**src/rtl/multicycle_control.sv**
```systemverilog
// Main control FSM for the multicycle MIPS datapath. Each instruction runs
// through fetch, decode, execute, memory and writeback. Datapath controls are
// a Moore decode of the state. In fetch they are also qualified by mem_ready.
module multicycle_control #(
    parameter int unsigned RA_REG = 31
) (
    input  logic       clk,
    input  logic       reset,
    input  logic [5:0] opcode,
    input  logic       mem_ready,
    output logic       pcwrite,
    output logic       pcwritecond,
    output logic       iord,
    output logic       memread,
    output logic       memwrite,
    output logic       irwrite,
    output logic [1:0] memtoreg,
    output logic [1:0] regdst,
    output logic       regwrite,
    output logic       alusrca,
    output logic [1:0] alusrcb,
    output logic [2:0] aluop,
    output logic [1:0] pcsource,
    output logic       illegal,
    output logic [3:0] state_o
);

    typedef enum logic [3:0] {
        StFetch   = 4'd0,
        StDecode  = 4'd1,
        StMemAdr  = 4'd2,
        StMemRd   = 4'd3,
        StMemWb   = 4'd4,
        StMemWr   = 4'd5,
        StRtypeEx = 4'd6,
        StRtypeWb = 4'd7,
        StBeq     = 4'd8,
        StJump    = 4'd9,
        StJal     = 4'd10,
        StAddiEx  = 4'd11,
        StAndiEx  = 4'd12,
        StOriEx   = 4'd13,
        StImmWb   = 4'd14,
        StIllegal = 4'd15
    } state_e;

    state_e state_q, state_d;

    // RA_REG is the datapath's regdst=2 target. It is kept for documentation only.
    logic [4:0] unused_ra_reg;
    assign unused_ra_reg = 5'(RA_REG);

    assign state_o = state_q;

    // State register with synchronous reset to fetch.
    always_ff @(posedge clk) begin
        if (reset) begin
            state_q <= StFetch;
        end else begin
            state_q <= state_d;
        end
    end

    // Next-state logic. Memory states hold until mem_ready is high.
    always_comb begin
        state_d = state_q;
        unique case (state_q)
            StFetch:   if (mem_ready) state_d = StDecode;
            StDecode: begin
                case (opcode)
                    6'h00:        state_d = StRtypeEx;
                    6'h23, 6'h2B: state_d = StMemAdr;
                    6'h04:        state_d = StBeq;
                    6'h02:        state_d = StJump;
                    6'h03:        state_d = StJal;
                    6'h08:        state_d = StAddiEx;
                    6'h0C:        state_d = StAndiEx;
                    6'h0D:        state_d = StOriEx;
                    default:      state_d = StIllegal;
                endcase
            end
            StMemAdr:  state_d = (opcode == 6'h23) ? StMemRd : StMemWr;
            StMemRd:   if (mem_ready) state_d = StMemWb;
            StMemWb:   state_d = StFetch;
            StMemWr:   if (mem_ready) state_d = StFetch;
            StRtypeEx: state_d = StRtypeWb;
            StRtypeWb: state_d = StFetch;
            StBeq:     state_d = StFetch;
            StJump:    state_d = StFetch;
            StJal:     state_d = StFetch;
            StAddiEx:  state_d = StImmWb;
            StAndiEx:  state_d = StImmWb;
            StOriEx:   state_d = StImmWb;
            StImmWb:   state_d = StFetch;
            StIllegal: state_d = StFetch;
            default:   state_d = StFetch;
        endcase
    end

    // Output decode. Reset overrides the decode so no write can slip out mid-abort.
    always_comb begin
        pcwrite     = 1'b0;
        pcwritecond = 1'b0;
        iord        = 1'b0;
        memread     = 1'b0;
        memwrite    = 1'b0;
        irwrite     = 1'b0;
        memtoreg    = 2'd0;
        regdst      = 2'd0;
        regwrite    = 1'b0;
        alusrca     = 1'b0;
        alusrcb     = 2'd0;
        aluop       = 3'b000;
        pcsource    = 2'd0;
        illegal     = 1'b0;
        unique case (state_q)
            StFetch: begin
                memread = 1'b1;
                alusrcb = 2'd1;
                irwrite = mem_ready;
                pcwrite = mem_ready;
            end
            StDecode:  alusrcb = 2'd3;
            StMemAdr: begin
                alusrca = 1'b1;
                alusrcb = 2'd2;
            end
            StMemRd: begin
                iord    = 1'b1;
                memread = 1'b1;
            end
            StMemWb: begin
                memtoreg = 2'd1;
                regwrite = 1'b1;
            end
            StMemWr: begin
                iord     = 1'b1;
                memwrite = 1'b1;
            end
            StRtypeEx: begin
                alusrca = 1'b1;
                aluop   = 3'b010;
            end
            StRtypeWb: begin
                regdst   = 2'd1;
                regwrite = 1'b1;
            end
            StBeq: begin
                alusrca     = 1'b1;
                aluop       = 3'b001;
                pcwritecond = 1'b1;
                pcsource    = 2'd1;
            end
            StJump: begin
                pcwrite  = 1'b1;
                pcsource = 2'd2;
            end
            // The PC already holds PC+4, so the link value is taken straight from the PC.
            StJal: begin
                pcwrite  = 1'b1;
                pcsource = 2'd2;
                regdst   = 2'd2;
                memtoreg = 2'd2;
                regwrite = 1'b1;
            end
            StAddiEx: begin
                alusrca = 1'b1;
                alusrcb = 2'd2;
            end
            StAndiEx: begin
                alusrca = 1'b1;
                alusrcb = 2'd2;
                aluop   = 3'b011;
            end
            StOriEx: begin
                alusrca = 1'b1;
                alusrcb = 2'd2;
                aluop   = 3'b100;
            end
            StImmWb:   regwrite = 1'b1;
            StIllegal: illegal  = 1'b1;
            default: ;
        endcase
        if (reset) begin
            pcwrite     = 1'b0;
            pcwritecond = 1'b0;
            iord        = 1'b0;
            memread     = 1'b0;
            memwrite    = 1'b0;
            irwrite     = 1'b0;
            memtoreg    = 2'd0;
            regdst      = 2'd0;
            regwrite    = 1'b0;
            alusrca     = 1'b0;
            alusrcb     = 2'd0;
            aluop       = 3'b000;
            pcsource    = 2'd0;
            illegal     = 1'b0;
        end
    end

endmodule

```
**config.mk**
```make
export PLATFORM = sky130hd
export DESIGN_NAME = multicycle_control
export DESIGN_NICKNAME = d
export VERILOG_FILES = /design/src/rtl/multicycle_control.sv
export SDC_FILE = /design/constraint.sdc
export NUM_CORES = 1
export LEC_CHECK = 0
export ABC_AREA = 1
export BUFFER_PORTS_ARGS = -buffer_cell sky130_fd_sc_hd__clkbuf_2
export CORE_MARGIN = 2
export CORE_UTILIZATION = 47
export DETAILED_ROUTE_END_ITERATION = 10
export PLACE_DENSITY_LB_ADDON = 0.1
export SYNTH_ARGS = -nofsm -noshare
export SYNTH_HDL_FRONTEND = slang
export SYNTH_SLANG_ARGS = --single-unit
```
**constraint.sdc**
```tcl
create_clock -name clk -period 2.25 [get_ports clk]
set_clock_uncertainty 0.2 [all_clocks]
set_input_delay 0.45 -clock clk [delete_from_list [all_inputs] [get_ports clk]]
set_output_delay 0.45 -clock clk [all_outputs]
set_load 0.05 [all_outputs]
```
# [Word-level counts from Yosys, hierarchy flattened]
# Index checks and enable logic that the tools add are counted.
[word_totals] register_bits=4 in_bits=9 output_inout_bits=24
[op_classes] n_eq_ne=26 mux=34 reduce_logical=12
[ops] cell="$pmux W4 S8" count=2
[ops] cell="$eq A4 B4 Y1 const B" count=8
[ops] cell="$eq A6 B4 Y1 const B" count=3
[ops] cell="$mux W1" count=17
[ops] cell="$eq A4 B3 Y1 const B" count=4
[ops] cell="$eq A6 B2 Y1 const B" count=2
[ops] cell="$eq A6 B6 Y1 const B" count=2
[ops] cell="$mux W4" count=3
[ops] cell="$pmux W2 S2" count=3
[ops] cell="$pmux W3 S4" count=1
[ops] cell="$eq A4 B2 Y1 const B" count=2
[ops] cell="$mux W2" count=4
[ops] cell="$reduce_or A2 Y1" count=4
[ops] cell="$reduce_or A4 Y1" count=2
[ops] cell="$reduce_or A7 Y1" count=1
[ops] cell="$eq A6 B3 Y1 const B" count=1
[ops] cell="$logic_not A6 Y1" count=1
[ops] cell="$mux W3" count=2
[ops] cell="$ne A2 B2 Y1 const B" count=3
[ops] cell="$pmux W2 S3" count=1
[ops] cell="$reduce_or A6 Y1" count=1
[ops] cell="$eq A4 B1 Y1 const B" count=1
[ops] cell="$logic_not A4 Y1" count=1
[ops] cell="$reduce_and A3 Y1" count=1
[ops] cell="2 further kinds" count=2

# [Depth between registers and ports, before layout]
# Gate-level depths: netlist of run 1.
[logic_depth] depth_word=4 ltp_mapped=11 depth_no_buf=11

# [Worst setup path before layout of run 1]
# Ideal clock, no wire load.
[synth_timing] path_type="reg2out" from="reg state_q[1] (netlist: state_o[1])" to="out regdst[1]" arrival_ns=2.929 required_time_ns=1.600 path_slack_ns=-1.329 path_stages_with_launch=4 path_buffers=1 cell_sequence="dfxtp_1 -> nand2_1 -> nor4_1 -> buf_4"
[synth_between] elab_chain_len=3
[synth_lines] element="start, declared" line="47" rtl="state_e state_q, state_d;"
[synth_lines] element="start signal, assigned" line="58" rtl="state_q <= StFetch;"
[synth_lines] element="start signal, assigned" line="60" rtl="state_q <= state_d;"
[synth_lines] element="$eq A4 B4 Y1 / $eq A4 B3 Y1 (equally long branches)" line="116" rtl="unique case (state_q)"
[synth_lines] element="$pmux W2 S2 *" line="116"
[synth_lines] element="$mux W2 *" line="184" rtl="if (reset) begin"
[synth_lines] element="end, declared" line="18" rtl="output logic [1:0] regdst,"
# Mark *: on every way between the ends. The rest lies on a longest branch, timed or not.

# [Worst setup path in the final report of run 1]
[layout_timing] from="reg state_q[1] (netlist: state_o[1])" to="out iord"
[layout_between] elab_chain_len=4
[layout_lines] element="$eq A4 B3 Y1 / $eq A4 B2 Y1 (equally long branches)" line="116"
[layout_lines] element="$reduce_or A2 Y1 (no line) *"
[layout_lines] element="$mux W1 *" line="116"
[layout_lines] element="$mux W1 *" line="184"
[layout_lines] element="end, declared" line="13" rtl="output logic iord,"
# Marks and branches as above.

==> results of run 1 <==
## cells by family (layout without fill, tap and decap cells)
family,Yosys count,after routing,share of synthesized area [%]
DFF,4,4,12.40
buffers and inverters,31,66,19.18
and+or+nand+nor,74,74,51.75
AOI/OAI and AO/OA,18,18,16.67
## power breakdown
group	internal, mW	leakage, nW	switching (mW)
clock network	0.0598	0.0138	0.0306
registers	0.113	0.0350	0.0640
logic	0.256	0.503	0.715
total	0.429	0.551	0.809
## metal layers
layer / part of all wire [%] / wire length [µm] / vias up / track usage, %
li1: - / - / 470 / -
met1: 44 / 837 / 391 / 31.19
met2: 51 / 962 / 28 / 43.36
met3: 4.8 / 90 / 0 / 3.261
met4: 0 / 0 / 0 / 5.833
met5: 0 / 0 / - / 0
## critical path: stages, from the launching register on
cell and delay, ns:
dfxtp_2 0.40, nand2_1 0.16, inv_1 0.14, nand2_1 0.14, a21oi_1 0.19, clkbuf_4 0.25
## synth_stat cells (2+ instances only)
| library cell | n |
|---|---|
| dfxtp_1 | 4 |
| nor2_2 | 5 |
| nor2_1 | 20 |
| nor3_1 | 4 |
| nand3_1 | 7 |
| nand2_1 | 28 |
| nand4_1 | 3 |
| inv_1 | 24 |
| inv_2 | 3 |
| buf_4 | 2 |
| a21oi_1 | 9 |
| nand2_2 | 3 |
| o21ai_0 | 3 |
## cell type report
type                            count  area [µm²]
Clock buffer                        3       22.52
Fill cell                         113       294.0
Inverter                           27       101.3
Multi-Input combinational cell     92       546.8
Sequential cell                     4       90.09
Tap cell                           15       18.77
Timing Repair Buffer               36       211.5
## timing repair
item / in CTS / in global routing
cloned: 0 / 0
hold buffers: 0 / 0
endpoints found under the setup margin: 3 / 8
gates resized for setup: 4 / 22
## final timing paths
path	to	slack [ns]	cells after the start
worst max-delay path	iord	0.08	5
worst min register to register	state_o[2]$_SDFFE_PP0P_	0.37	2
worst min-delay path	state_o[2]$_SDFFE_PP0P_	0.37	2
worst max register to register	state_o[2]$_SDFFE_PP0P_	0.68	10
## stage by stage
step / setup TNS, ns / instance area [µm²] / util (%)
after floorplan: -0.6690 / 737.0 / -
after global placement: 0 / 922.1 / 71.76
after detailed placement: 0 / 922.1 / 71.76
after CTS: -0.007529 / 957.2 / 74.49
after global routing: -0.007422 / 991.0 / 77.12
final: 0 / 991.0 / 77.12
==> impl_results.md, run 1 <==
* CP required at 1.60 ns
* DR pass1 iterations at 4
* CTS clk-pin slew, worst paths at 0.04 ns
* Status: completed
* Max-cap viol count at 0
* Final hold violations at 0
* Clk_lat worst skew at 0.24 ns
* Iteration-0 DRC Markers at 21
* Placed insts at 174
* CTS root buffer: clkbuf_4
* Crit start category: flop
* Layout area overhead at 53.49%
* CTS max path bufs at 2
* Async S/R FF share, synth at 0%
* Synth unique cells at 25
* Post-CTS Setup Inserts at 0
* Final setup vio count at 0
* Most common cell after layout, fill and taps aside: nand2_1
* Max-slew violations at 0
* Dpl ws at 0.1448 ns
* Syn avg cell area at 5.084 µm²
* DRC violations left at 0
* Max reg flops at 4
* CP endpoint kind: primary output
* Final worst path period need at 2.168 ns
* Synth Instances at 127
* Initial antenna violation count at 0
* Pwr Density at 1250 nW/µm²
* Htree depth at 1
* Ys flop type: dfxtp_1
* Ports at 33
* Post-route ant nets at 0
* Global route overflow at 0
* Die height at 41.06 µm
* Arr. time, crit path at 1.52 ns
* Worst-margin pin slew at 0.2798 ns
* Die width at 41.06 µm
* Final nets at 173
* Vias in the first global route at 697
* Fin Hold WS at 0.3679 ns
* Critical R2R Launch: state_o[2]$_SDFFE_PP0P_
* Total CTS buffers at 3
* Hold Path Class: reg -> reg
* Starting Density at 50.24%
* Layout cell share with drive strength beyond 1 at 45.06%
* Clock Sink Count at 4
* Most frequent cells in the layout: 27 x nand2_1, 24 x inv_1, 24 x clkbuf_2, 16 x nor2_1
* Fin crit share at 96.35%
* WL/cell at 10.68 µm
* Top cell type by total area after synthesis: nand2_1
* Slew margin rel. at 81.22%
* Final WS setup at 0.08206 ns
* Fin cells at 177
* HP Start: state_o[2]$_SDFFE_PP0P_
* Synth area leaders: nand2_1 16%, inv_1 14%, dfxtp_1 12%
* Vias per Instance at 5.023
* Ant. Diodes at 0
* Maximum vdd drop at 865.8 µV
* Fmax at 461.3 MHz
* EDFF count, synth at 0
* Port bufs at 32
* Final Wtd Congestion at 0.8219
* Area of the die at 1686 µm²
* Syn nets at 136
* TritonCTS clock tree: yes
* CORE AREA at 1285 µm²
* Worst Setup SP: state_o[1]$_SDFFE_PP0P_
* Total chip power at 1.238 mW
* Register area share after synthesis at 12.40%
* Crit Path Class: reg -> out
* Row Count at 13
* CP max FO at 6
* Largest net degree at the start of global routing at 10
* Post-DP HPWL at 1614 µm
* First-pass GRT wire length at 2822 µm
* Synth Register Bits at 4
* Leakage power at 0.5514 nW
* Yosys warning count at 0
* Routed via count at 889
* WL final at 1891 µm
* Total track usage at 24.69%
* Synth Cell Area at 645.6 µm²
* Area share of the largest cell type after synthesis at 16.28%
No activity file was read; power rests on OpenSTA's default activity.
==> inputs of run 2 (changes only) <==
--- a/config.mk
+++ b/config.mk
@@ -5,7 +5,6 @@
 export SDC_FILE = /design/constraint.sdc
 export NUM_CORES = 1
 export LEC_CHECK = 0
-export ABC_AREA = 1
 export BUFFER_PORTS_ARGS = -buffer_cell sky130_fd_sc_hd__clkbuf_2
 export CORE_MARGIN = 2
 export CORE_UTILIZATION = 47
==> run 2 against run 1 <==
  * Sequential cell count is the same
  * Core utilization grew 0.30 points
  * Worst setup slack lost 0.026 ns
  * Hold slack gained 0.037 ns
  * Maximum frequency shrank 1.2%
  * Synthesized cell count shrank 23%
  * Power shrank 41%
==> impl_results.md, run 2 <==
* Status: completed
* Final nets at 141 (-18%)
* Sw frac at 56.87% (-8.5 points)
* WL/cell at 12.34 µm (+16%)
* Max reg flops at 4 (unchanged)
* Layout area overhead at 57.84%
* Int Pwr at 0.3141 mW (-27%)
* First-pass GRT wire length at 2766 µm (-2.0%)
* Slew margin rel. at 78.15% (-3.1 points)
* Post-route ant nets at 0 (unchanged)
* EDFF count, synth at 0 (unchanged)
* Synth Instances at 98 (-23%)
* Compound-Gate Fraction of Synth Area at 24.24% (+7.6 points)
* Ports at 33 (unchanged)
* Total track usage at 25.00% (+0.31 points)
* Power share of the sequential group at 20.8% (+6.5 points)
* Fmax at 455.8 MHz (-1.2%)
* Post-CTS Setup Inserts at 0 (unchanged)
* Clock power frac at 13.5% (+6.2 points)
* Clock Sink Count at 4 (unchanged)
* CTS clk-pin slew, worst paths at 0.03 ns (about the same)
* Post-Synth XOR/XNOR Area at 2.851% (+2.9 points)
* Iteration-0 DRC Markers at 12 (-43%)
* Initial antenna violation count at 0 (unchanged)
* Total CTS buffers at 3 (unchanged)
* CORE AREA at 1252 µm² (-2.5%)
* RSZ-0062 raised after global routing: no
* Reg2Reg Setup Slack at 0.73 ns (+0.05 ns)
* Layout cell share with drive strength beyond 1 at 51.91% (+6.8 points)
* Area of the die at 1612 µm² (-4.4%)
* Die height at 40.16 µm (-2.2%)
* Top cells by count, synth: 14 x nor2_1, 9 x a21oi_1, 7 x nand2_1, 7 x nand2b_1, 6 x nor4_1
* Area share of the largest cell type after synthesis at 13.03% (-3.2 points)
* Most common cell after layout, fill and taps aside: clkbuf_2
* Die width at 40.16 µm (-2.2%)
* CTS max path bufs at 2 (unchanged)
* Placed insts at 142 (-18%)
* DR pass1 iterations at 4 (unchanged)
* Maximum vdd drop at 376.7 µV (-56%)
* Met1 Wirelength at 784 µm (-6.3%)
* Worst Setup SP: state_o[3]$_SDFFE_PP0P_
* Arr. time, crit path at 1.54 ns (+0.02 ns)
* Async S/R FF share, synth at 0% (unchanged)
* Synth unique cells at 34 (+36%)
* Cell with the most instances after synthesis: nor2_1
* Setup_tns at 0 ns (unchanged)
* CP max FO at 18 (+12)
* Final WS setup at 0.05590 ns (-0.02616 ns)
* Syn avg cell area at 6.269 µm² (+23%)
* Largest family of logic cells by synthesized area: simple AND/OR/NAND/NOR gates
* Cts repair resizes at 2 (-2)
* Final worst path period need at 2.194 ns (+0.02616 ns)
* Final setup vio count at 0 (unchanged)
* Area after DPL at 918.4 µm² (-0.41%)
* Final hold violations at 0 (unchanged)
* Top cell type by total area after synthesis: dfxtp_1
* Final Wtd Congestion at 0.8186 (-0.40%)
* Comb pwr share at 65.7% (-13 points)
* Total chip power at 0.7284 mW (-41%)
* Most frequent cells in the layout: 23 x clkbuf_2, 9 x nor2_1, 7 x clkbuf_4, 7 x buf_4
* Critical R2R Launch: state_o[2]$_SDFFE_PP0P_
* Synth Area in Simple Gates at 47.86% (-3.9 points)
* Yosys warning count at 0 (unchanged)
* Crit start category: flop
* TritonCTS clock tree: yes
* Global route overflow at 0 (unchanged)
* DRC violations left at 0 (unchanged)
* CP required at 1.60 ns (about the same)
* Mux contribution to synthesized area at 1.629% (+1.6 points)
* Fin cells at 146 (-18%)
* Crit path to: pcwrite
* Leakage power at 0.3935 nW (-29%)
* Vias in the first global route at 662 (-5.0%)
* Syn nets at 107 (-21%)
* Cts-stage hold buffer count at 0 (unchanged)
* Vias per Instance at 5.747 (+14%)
* Max-slew violations at 0 (unchanged)
* Psw at 0.4142 mW (-49%)
* Worst-margin pin slew at 0.3271 ns (+0.04728 ns)
* Ant. Diodes at 0 (unchanged)
* R2R cell count at 5 (-5)
* WL final at 1802 µm (-4.7%)
* Starting Density at 49.05% (-1.2 points)
* Post-Synth Adder-Cell Area at 0% (unchanged)
* Design area at 969.7 µm² (-2.1%)
* Row Count at 13 (unchanged)
* Ys flop type: dfxtp_1
* Largest net degree at the start of global routing at 19 (+9)
* Hold Path Class: in -> reg
* Synth Register Bits at 4 (unchanged)
* Register area share after synthesis at 13.03% (+0.63 points)
* Port bufs at 32 (unchanged)
* Synth area leaders: dfxtp_1 13%, nor2_1 8.6%, a21oi_1 7.3%
* Max-cap viol count at 0 (unchanged)
* Fin crit share at 97.52% (+1.2 points)
* CTS root buffer: clkbuf_4
* Clk_lat worst skew at 0.24 ns (about the same)
* Crit Path Class: reg -> out
* Routed via count at 839 (-5.6%)
* Dpl ws at 0.2255 ns (+0.08076 ns)
* Max Used Layer: met4
* RR Endpoint: state_o[1]$_SDFFE_PP0P_
* CP endpoint kind: primary output
* Met2 wire length at 914 µm (-5.0%)
* Synth Cell Area at 614.3 µm² (-4.8%)
* Pwr Density at 751.1 nW/µm² (-40%)
* Met3 wire length at 94 µm (+4.4%)
* Htree depth at 1 (unchanged)
* Post-DP HPWL at 1393 µm (-14%)
==> run 2: final cells by class <==
cell class                      instances  area [µm²]
Inverter                                4       15.01
Fill cell                              98       282.8
Timing Repair Buffer                   39       222.7
Sequential cell                         4       95.09
Clock buffer                            4       26.28
Tap cell                               15       18.77
Multi-Input combinational cell         80       591.8
==> run 2: worst max-delay path, cell delays in order, from the launching register on <==
cell	delay [ns]
dfxtp_4	0.40
or2_1	0.26
and4b_4	0.32
or2_4	0.10
clkbuf_4	0.21
==> run 2: worst min-delay path by stage <==
stage                                  from                 endpoint  slack (ns)  depth (start not counted)
global route        state_o[3]$_SDFFE_PP0P_  state_o[0]$_SDFFE_PP0P_        0.45                          1
detailed placement  state_o[1]$_SDFFE_PP0P_  state_o[1]$_SDFFE_PP0P_        0.40                          2
finish                            opcode[4]  state_o[3]$_SDFFE_PP0P_        0.40                          3
floorplan                             reset  state_o[2]$_SDFFE_PP0P_        0.32                          1
global placement    state_o[3]$_SDFFE_PP0P_  state_o[0]$_SDFFE_PP0P_        0.39                          1
CTS                               opcode[4]  state_o[3]$_SDFFE_PP0P_        0.39                          3
==> run 2: logic make-up (layout without fill, tap and decap cells) <==
family / Yosys count / count (layout)
AO/OA/AOI/OAI: 23 / 23
flip-flops: 4 / 4
buffers and inverters: 14 / 47
XOR/XNOR: 2 / 2
AND/OR/NAND/NOR: 54 / 54
multiplexers: 1 / 1
==> run 2: power by group through the flow <==
| stage | registers, mW | clock network (mW) | logic, mW |
|---|---|---|---|
| after global routing | 0.158 | 0.110 | 0.510 |
| after floorplan | 0.150 | 0 | 0.382 |
| after global placement | 0.145 | 0 | 0.463 |
| final | 0.152 | 0.0981 | 0.479 |
| after CTS | 0.146 | 0.102 | 0.473 |
| after detailed placement | 0.147 | 0 | 0.471 |
==> run 2: routing by layer <==
layer,vias to the layer above,GRT usage (%)
li1,423,-
met1,377,31.91
met2,37,41.53
met3,2,2.778
met4,0,11.21
met5,-,0
==> run 2: metrics by stage <==
stage | util, % | hold slack, ns
floorplan | - | 0.3170
global placement | 73.33 | 0.3879
finish | 77.42 | 0.4045
detailed placement | 73.33 | 0.4040
global route | 77.42 | 0.4522
CTS | 75.82 | 0.3933
